===== src/rtl/bl_pkg.sv =====
// rtl/bl_pkg.sv - shared constants and enums for the backlight frame scheduler
// Purpose: mode encodings, default LED count and FSM state enum.
// Ports: none (package).
package bl_pkg;

  localparam int BL_NUM_LEDS = 360;

  typedef enum logic [1:0] {
    MODE_VIDEO   = 2'd0,
    MODE_SOLID   = 2'd1,
    MODE_CHECKER = 2'd2,
    MODE_OFF     = 2'd3
  } bl_mode_e;

  typedef enum logic [2:0] {
    ST_IDLE,
    ST_SOF,
    ST_RUN,
    ST_DRAIN,
    ST_DONE
  } bl_state_e;

endpackage


===== src/rtl/bl_gray_calc.sv =====
// rtl/bl_gray_calc.sv - registered grayscale computation (pipeline stage 3)
// Purpose: scales a zone brightness by mode and global gain into a 16-bit gray value.
// Ports:
//   i_clk, i_rst  clock, async active-high reset
//   i_en          load a new value; the output holds otherwise
//   i_mode        frame mode (bl_mode_e encoding)
//   i_bright      global brightness gain
//   i_zone        zone brightness
//   i_idx_lsb     LSB of the LED index (checker pattern)
//   i_parity      frame parity (checker inversion)
//   o_gray        registered grayscale result
module bl_gray_calc
  import bl_pkg::*;
#(
  parameter int DATA_W = 16
) (
  input  logic              i_clk,
  input  logic              i_rst,
  input  logic              i_en,
  input  logic [1:0]        i_mode,
  input  logic [7:0]        i_bright,
  input  logic [7:0]        i_zone,
  input  logic              i_idx_lsb,
  input  logic              i_parity,
  output logic [DATA_W-1:0] o_gray
);

  logic [DATA_W-1:0] w_full;
  logic [DATA_W-1:0] w_gray;
  logic [DATA_W-1:0] r_gray;

  assign w_full = DATA_W'(8'd255) * DATA_W'(i_bright);

  always_comb begin
    w_gray = '0;
    case (bl_mode_e'(i_mode))
      MODE_VIDEO:   w_gray = DATA_W'(i_zone) * DATA_W'(i_bright);
      MODE_SOLID:   w_gray = w_full;
      // Parity flips the pattern every frame so each LED alternates.
      MODE_CHECKER: w_gray = (i_idx_lsb ^ i_parity) ? '0 : w_full;
      default:      w_gray = '0;
    endcase
  end

  always_ff @(posedge i_clk or posedge i_rst) begin
    if (i_rst) begin
      r_gray <= '0;
    end else if (i_en) begin
      r_gray <= w_gray;
    end
  end

  assign o_gray = r_gray;

endmodule


===== src/rtl/bl_frame_scheduler.sv =====
// rtl/bl_frame_scheduler.sv - sequences one backlight frame into the LED SRAM write port
// Purpose: per frame request, walks all LED addresses, reads the zone buffer,
//          scales by mode/gain and emits one SRAM write per LED.
// Ports:
//   I_clk, I_rst        25 MHz LED clock, async active-high reset
//   I_frame_req         single-cycle frame start request
//   I_mode, I_bright    frame mode and global gain (latched at frame start)
//   O_zone_raddr        zone buffer read address
//   I_zone_rdata        zone brightness, one cycle after the address
//   O_sdbpflag          frame-start pulse to SRAM
//   O_wtvalid/O_wtaddr/O_wtdina  SRAM write strobe, address, data
//   O_busy              frame in progress
//   O_frame_done        pulse after the last write
//   O_overrun_cnt       dropped requests, saturating
module bl_frame_scheduler
  import bl_pkg::*;
#(
  parameter int NUM_LEDS = BL_NUM_LEDS,
  parameter int ADDR_W   = 10,
  parameter int ZADDR_W  = 9,
  parameter int DATA_W   = 16
) (
  input  logic               I_clk,
  input  logic               I_rst,
  input  logic               I_frame_req,
  input  logic [1:0]         I_mode,
  input  logic [7:0]         I_bright,
  output logic [ZADDR_W-1:0] O_zone_raddr,
  input  logic [7:0]         I_zone_rdata,
  output logic               O_sdbpflag,
  output logic               O_wtvalid,
  output logic [ADDR_W-1:0]  O_wtaddr,
  output logic [DATA_W-1:0]  O_wtdina,
  output logic               O_busy,
  output logic               O_frame_done,
  output logic [7:0]         O_overrun_cnt
);

  bl_state_e          r_state;
  logic [ZADDR_W-1:0] r_idx;
  logic               r_drain;
  logic               r_pending;
  logic               r_parity;
  logic [1:0]         r_mode;
  logic [7:0]         r_bright;
  logic [7:0]         r_overrun;
  logic               r_sdbpflag;
  logic               r_frame_done;
  logic               r_s2_vld;
  logic [ADDR_W-1:0]  r_s2_idx;
  logic               r_wtvalid;
  logic [ADDR_W-1:0]  r_wtaddr;
  logic               w_busy;

  assign w_busy = (r_state != ST_IDLE);

  always_ff @(posedge I_clk or posedge I_rst) begin
    if (I_rst) begin
      r_state      <= ST_IDLE;
      r_idx        <= '0;
      r_drain      <= 1'b0;
      r_pending    <= 1'b0;
      r_parity     <= 1'b0;
      r_mode       <= '0;
      r_bright     <= '0;
      r_overrun    <= '0;
      r_sdbpflag   <= 1'b0;
      r_frame_done <= 1'b0;
    end else begin
      r_sdbpflag   <= 1'b0;
      r_frame_done <= 1'b0;
      // One request can be queued; anything beyond that is counted and dropped.
      if (I_frame_req && w_busy) begin
        if (!r_pending) begin
          r_pending <= 1'b1;
        end else if (r_overrun != 8'hFF) begin
          r_overrun <= r_overrun + 8'd1;
        end
      end
      case (r_state)
        ST_IDLE: begin
          if (I_frame_req || r_pending) begin
            r_state    <= ST_SOF;
            r_sdbpflag <= 1'b1;
            // A fresh request arriving together with a pending one stays queued.
            r_pending  <= r_pending & I_frame_req;
          end
        end
        ST_SOF: begin
          r_mode   <= I_mode;
          r_bright <= I_bright;
          r_idx    <= '0;
          r_state  <= ST_RUN;
        end
        ST_RUN: begin
          if (r_idx == ZADDR_W'(NUM_LEDS - 1)) begin
            r_state <= ST_DRAIN;
            r_drain <= 1'b0;
          end else begin
            r_idx <= r_idx + 1'b1;
          end
        end
        ST_DRAIN: begin
          if (r_drain) begin
            r_state      <= ST_DONE;
            r_frame_done <= 1'b1;
          end else begin
            r_drain <= 1'b1;
          end
        end
        ST_DONE: begin
          r_parity <= ~r_parity;
          if (r_pending) begin
            r_state    <= ST_SOF;
            r_sdbpflag <= 1'b1;
            r_pending  <= 1'b0;
          end else begin
            r_state <= ST_IDLE;
          end
        end
        default: r_state <= ST_IDLE;
      endcase
    end
  end

  // Stage 2: the zone buffer's registered read data arrives aligned with
  // these index/valid registers, so stage 3 sees rdata and index together.
  always_ff @(posedge I_clk or posedge I_rst) begin
    if (I_rst) begin
      r_s2_vld  <= 1'b0;
      r_s2_idx  <= '0;
      r_wtvalid <= 1'b0;
      r_wtaddr  <= '0;
    end else begin
      r_s2_vld  <= (r_state == ST_RUN);
      r_s2_idx  <= ADDR_W'(r_idx);
      r_wtvalid <= r_s2_vld;
      if (r_s2_vld) begin
        r_wtaddr <= r_s2_idx;
      end
    end
  end

  bl_gray_calc #(
    .DATA_W (DATA_W)
  ) u_gray (
    .i_clk     (I_clk),
    .i_rst     (I_rst),
    .i_en      (r_s2_vld),
    .i_mode    (r_mode),
    .i_bright  (r_bright),
    .i_zone    (I_zone_rdata),
    .i_idx_lsb (r_s2_idx[0]),
    .i_parity  (r_parity),
    .o_gray    (O_wtdina)
  );

  assign O_zone_raddr  = r_idx;
  assign O_sdbpflag    = r_sdbpflag;
  assign O_wtvalid     = r_wtvalid;
  assign O_wtaddr      = r_wtaddr;
  assign O_busy        = w_busy;
  assign O_frame_done  = r_frame_done;
  assign O_overrun_cnt = r_overrun;

endmodule


===== config.mk =====
export PLATFORM = sky130hd
export DESIGN_NAME = bl_frame_scheduler
export DESIGN_NICKNAME = d
export VERILOG_FILES = /design/src/rtl/bl_pkg.sv /design/src/rtl/bl_gray_calc.sv /design/src/rtl/bl_frame_scheduler.sv
export SDC_FILE = /design/constraint.sdc
export NUM_CORES = 1
export LEC_CHECK = 0
export ABC_AREA = 0
export CAP_MARGIN = 20
export CORE_MARGIN = 1.5
export CORE_UTILIZATION = 54
export CTS_BUF_LIST = sky130_fd_sc_hd__clkbuf_8
export DETAILED_ROUTE_END_ITERATION = 16
export PLACE_DENSITY = 0.77
export SYNTH_ARGS = -nofsm -noshare
export SYNTH_HDL_FRONTEND = slang
export SYNTH_HIERARCHICAL = 1
export SYNTH_SLANG_ARGS = --single-unit

===== constraint.sdc =====
create_clock -name I_clk -period 5.5 [get_ports I_clk]
set_input_delay 1.1 -clock I_clk [delete_from_list [all_inputs] [get_ports I_clk]]
set_output_delay 1.1 -clock I_clk [all_outputs]
set_load 0.01 [all_outputs]

======== After elaboration in Yosys (flattened, before gate mapping) ========
Cells that the tools add are included.
storage, ports and cells
  register bits after elaboration ......... 71
  input port bits ......................... 21
  word-level logic and storage cells ...... 65
operators by class
  add/subtract/negate cells ............... 2
  multipliers ............................. 2
  eq/ne operators ......................... 12
  muxes and demuxes ....................... 20
  bitwise operators ....................... 3
  reductions and logical operators ........ 11
operators by type and width
  kind                                                                 count
  16-bit case mux with 3 select lines                                  1
  9-bit case mux with 2 select lines                                   1
  8-bit by 8-bit multiplier with 16-bit output                         1
  8-bit by 8-bit multiplier with 16-bit output (first input constant)  1
  16-bit 2-to-1 mux                                                    1
  3-bit case mux with 5 select lines                                   1
  9-bit by 1-bit adder with 9-bit output (second input constant)       1
  9-bit == test (second input constant)                                1
  1-bit 2-to-1 mux                                                     9
  3-bit 2-to-1 mux                                                     3
  9-bit 2-to-1 mux                                                     1
  8-bit by 1-bit adder with 8-bit output (second input constant)       1
  2-bit inequality test (second input constant)                        4
  8-bit inequality test (second input constant)                        1
  3-bit by 2-bit == test with 1-bit output (second input constant)     2
  1-bit case mux with 2 select lines                                   3
  3-bit AND reduction                                                  2
  2-bit AND reduction                                                  2
  2-bit nonzero test                                                   2
  3-bit by 1-bit == test with 1-bit output (second input constant)     1
  3-bit == test (second input constant)                                1
  3-bit logical NOT                                                    1
  3-bit nonzero test                                                   1
  2-bit by 1-bit == test with 1-bit output (second input constant)     1
  7 further kinds                                                      7

======== Depth between registers and ports, before layout ========
  depth in word-level cells ............... 5
  depth in mapped cells ................... 17
  mapped depth without buffers ............ 16

======== Modules after synthesis ========
Netlist, hierarchy kept.
by module, submodules not included
  module              instances  cells each  area an instance (sq um)
  bl_gray_calc        1          494         4385.5
  bl_frame_scheduler  1          191         2179.6

======== Least setup slack after synthesis ========
OpenSTA, ideal clock, no wires.
  kind .................................... input to register
  from .................................... in I_zone_rdata[1]
  to ...................................... reg u_gray.r_gray[14] (netlist: u_gray/o_gray[14])
  data arrival time ....................... 4985 ps
  slack ................................... 391 ps
  cell stages on the path ................. 13
  buffers on the path ..................... 0
  cells stage by stage .................... and2_1 -> fa_1 -> fa_1 -> fa_1 -> inv_1 -> fa_1 -> inv_1 -> ha_1 -> and4_1 -> and2_1 -> a2111oi_0 -> o31ai_1 -> a211o_1
on the way
  word-level cells in the longest chain between the ends .. 2
ends and longest elaborated chain
  element                                       line                      source
  start, declared                               bl_frame_scheduler.sv:29  input logic [7:0] I_zone_rdata,
  8-bit by 8-bit multiplier with 16-bit output  bl_gray_calc.sv:37        MODE_VIDEO: w_gray = DATA_W'(i_zone) * DATA_W'(i_bright);
  16-bit case mux with 3 select lines           bl_gray_calc.sv:36        case (bl_mode_e'(i_mode))
  end signal, assigned                          bl_gray_calc.sv:49        r_gray <= w_gray;
  end, declared                                 bl_gray_calc.sv:30        logic [DATA_W-1:0] r_gray;
No other way between the ends.
A chain may end at the register's enable or synchronous reset.

======== Final worst setup path ========
Ends and elaborated chain as after synthesis.

==> flow_summary.toml <==
[finish]
nets = 942
area_growth_pct = 19.90
final_cell_mix = "inv_1 (110), ha_1 (74), dfrtp_1 (71)"
mostFrequentLayoutCell = "inv_1"
design_area_um2 = 7871
drive_above_1_share = 0.09584
antenna_cells = 0

[global_routing]
grt_first_pass_wirelength_um = 25590
antenna_found_initial = 0
grt_pass1_vias = 5370
grt_max_degree = 48
globalRouteOverflowTotal = 0
grt_use_total = 0.2516

[clock_network]
cts.htree.levels = 3
cts_sinks = 71
cts_max_path_buffers = 2
cts_buffers = 9
path_clk_slew_ns = 0.08
cts_resized = 0
holdBufCountCts = 0
cts_tree = "done"
cts_root_buf = "clkbuf_8"
worstSkewPairLatency_ns = 0.35
cts_setup_buffers = 0

[timing]
skew_ns = 0.009133
slew_violations = 0
setup_violations = 0
finalHoldViolCount = 0
max_slew_margin = 0.4161
period_share = 0.9697
hold_slack_ns = 0.4553
rsz0062_at_grt = "true"
layout_min_cycle_time_ns = 5.333
worst_slack_ns = 0.1665
fin_setup_tns_ns = 0
worst_pin_slew_ns = 0.8726
fmax_mhz = 187.5

[die]
fp-row-count = 40
die_w_um = 113.3
die-area_um2 = 12830
coreArea_um2 = 11910
io_pins = 68
initial_core_util = 0.5512
dieHeight_um = 113.3

[placement]
place_ws_ns = -0.2506
dp_hpwl_um = 12010
numPortBuffers = 66
placed_area_um2 = 7644
gp_congestion = 0.8879

[yosys]
synth_compound_area_frac = 0.1121
synth-xor-area-share = 0.04403
synth_cells = 685
seq_area_frac_synth = 0.2706
yosys_most_used_dff = "dfrtp_1"
yosys_warnings = 6
synth_cell_type_count = 59
synth_mux_area_frac = 0.02154
synth_fa_ha_area_frac = 0.3198
synthesis.area_um2 = 6565
synth-edff-count = 0
synth_top_family_by_area = "adder cells"
synth_area_per_cell_um2 = 9.584
ys_ff_latch = 71
synthArstFlopShare = 1.000
synthesis.nets = 839
yosys.area_share.simple = 0.1601

[route]
drc = 0
routedWlPerCell_um = 16.19
wirelength_um = 15220
firstDrtPassIters = 4
viasPerCell = 5.484
route.vias.total = 5155
ant_nets = 0
drtIter0Drc = 251

[critical_path]
endpoint_kind = "flop"
worst-path-max-fanout = 3
crit_family = "adder cells"
slowest_delay_ns = 0.55
worstSetupPathType = "primary input to flop"
arrival_ns = 5.58
path_cells = "clkdlybuf4s50_1, and2_1, fa_1, fa_1, fa_1, inv_1, fa_1, inv_1, ha_1, and4_1, and2_1, a2111oi_2, buf_4, o31ai_1, a211o_1"
cp_slowest_cell = "fa_1"
path_buf_inv = 4
crit_path_start_kind = "primary input"
path_common_cell = "fa_1"
cp_data_required_time_ns = 5.74
ff2ff_setup_slack_ns = 0.36

[min_path]
hold_class = "flop to flop"

[run_status]
status = "complete, no violations"

[flow_run]
cap_violations = 0
[flip-flops by register name (all words and copies together), names as in the netlist]
register and count:
O_frame_done 1, O_overrun_cnt 8, O_sdbpflag 1, O_wtaddr 9, O_wtvalid 1, O_zone_raddr 9
r_bright 8, r_drain 1, r_mode 2, r_parity 1, r_pending 1, r_s2_idx 9
r_s2_vld 1, r_state 3, u_gray/o_gray 16
[metal layers]
metal	track usage	share of wire	vias up
met4	0.09750	0.028	0
met3	0.03053	0.032	28
met2	0.4331	0.51	115
met1	0.3264	0.43	2546
met5	0	0	-
li1	-	-	2466
[metrics by stage]
stage / util / std cells
2_1_floorplan: - / 685
3_3_place_gp: 0.6417 / 924
3_5_place_dp: 0.6417 / 924
4_1_cts: 0.6574 / 940
5_1_grt: 0.6608 / 940
6_report: 0.6608 / 940
[Yosys cell counts, drive strengths merged (6+ instances only)]
master | n | share of area
a211oi | 6 | 0.0069
nand2 | 67 | 0.038
fa | 58 | 0.18
nor3 | 7 | 0.0053
ha | 75 | 0.14
nand4 | 6 | 0.0057
and2 | 61 | 0.059
clkbuf | 9 | 0.0051
mux2 | 9 | 0.015
a21o | 10 | 0.011
dfrtp | 71 | 0.27
nor2 | 19 | 0.011
xor2 | 12 | 0.016
xnor2 | 21 | 0.028
nand3 | 9 | 0.0069
a22oi | 8 | 0.0091
inv | 111 | 0.063
nor2b | 11 | 0.010
o21ai | 21 | 0.018
a21oi | 29 | 0.022
[cell families after synthesis]
kind of cell    Yosys count
fa+ha+maj               133
xor+xnor                 33
flops                    71
mux                      13
other cells               1
compound gates          110
buf+inv                 123
simple gates            201
[worst paths after layout]
| path | from | end | cells after the start |
|---|---|---|---|
| max in group asynchronous | I_rst | r_bright[3]$_DFFE_PP0P_ | 3 |
| setup / recovery | I_zone_rdata[1] | u_gray/o_gray[14]$_DFFE_PP0P_ | 15 |
| hold / removal | O_zone_raddr[8]$_DFFE_PP0P_ | r_s2_idx[8]$_DFF_PP0_ | 0 |
| hold reg to reg | O_zone_raddr[8]$_DFFE_PP0P_ | r_s2_idx[8]$_DFF_PP0_ | 0 |
| setup reg to reg | r_bright[6]$_DFFE_PP0P_ | u_gray/o_gray[14]$_DFFE_PP0P_ | 15 |
| min in group asynchronous | I_rst | O_overrun_cnt[4]$_DFFE_PP0P_ | 2 |
[area by class of cell]
cell class                 instances  area [µm²]
clock buffer                       9       123.9
clock inverter                     7       62.56
fill                             930        4040
inverter                         111       416.7
multi-input combinational        491        4359
sequential                        71        1777
tap                              147       183.9
timing repair buffer             104       948.4
Power is not shown: default switching activity piles up to over one toggle a cycle in this logic, so the estimate is an artifact.
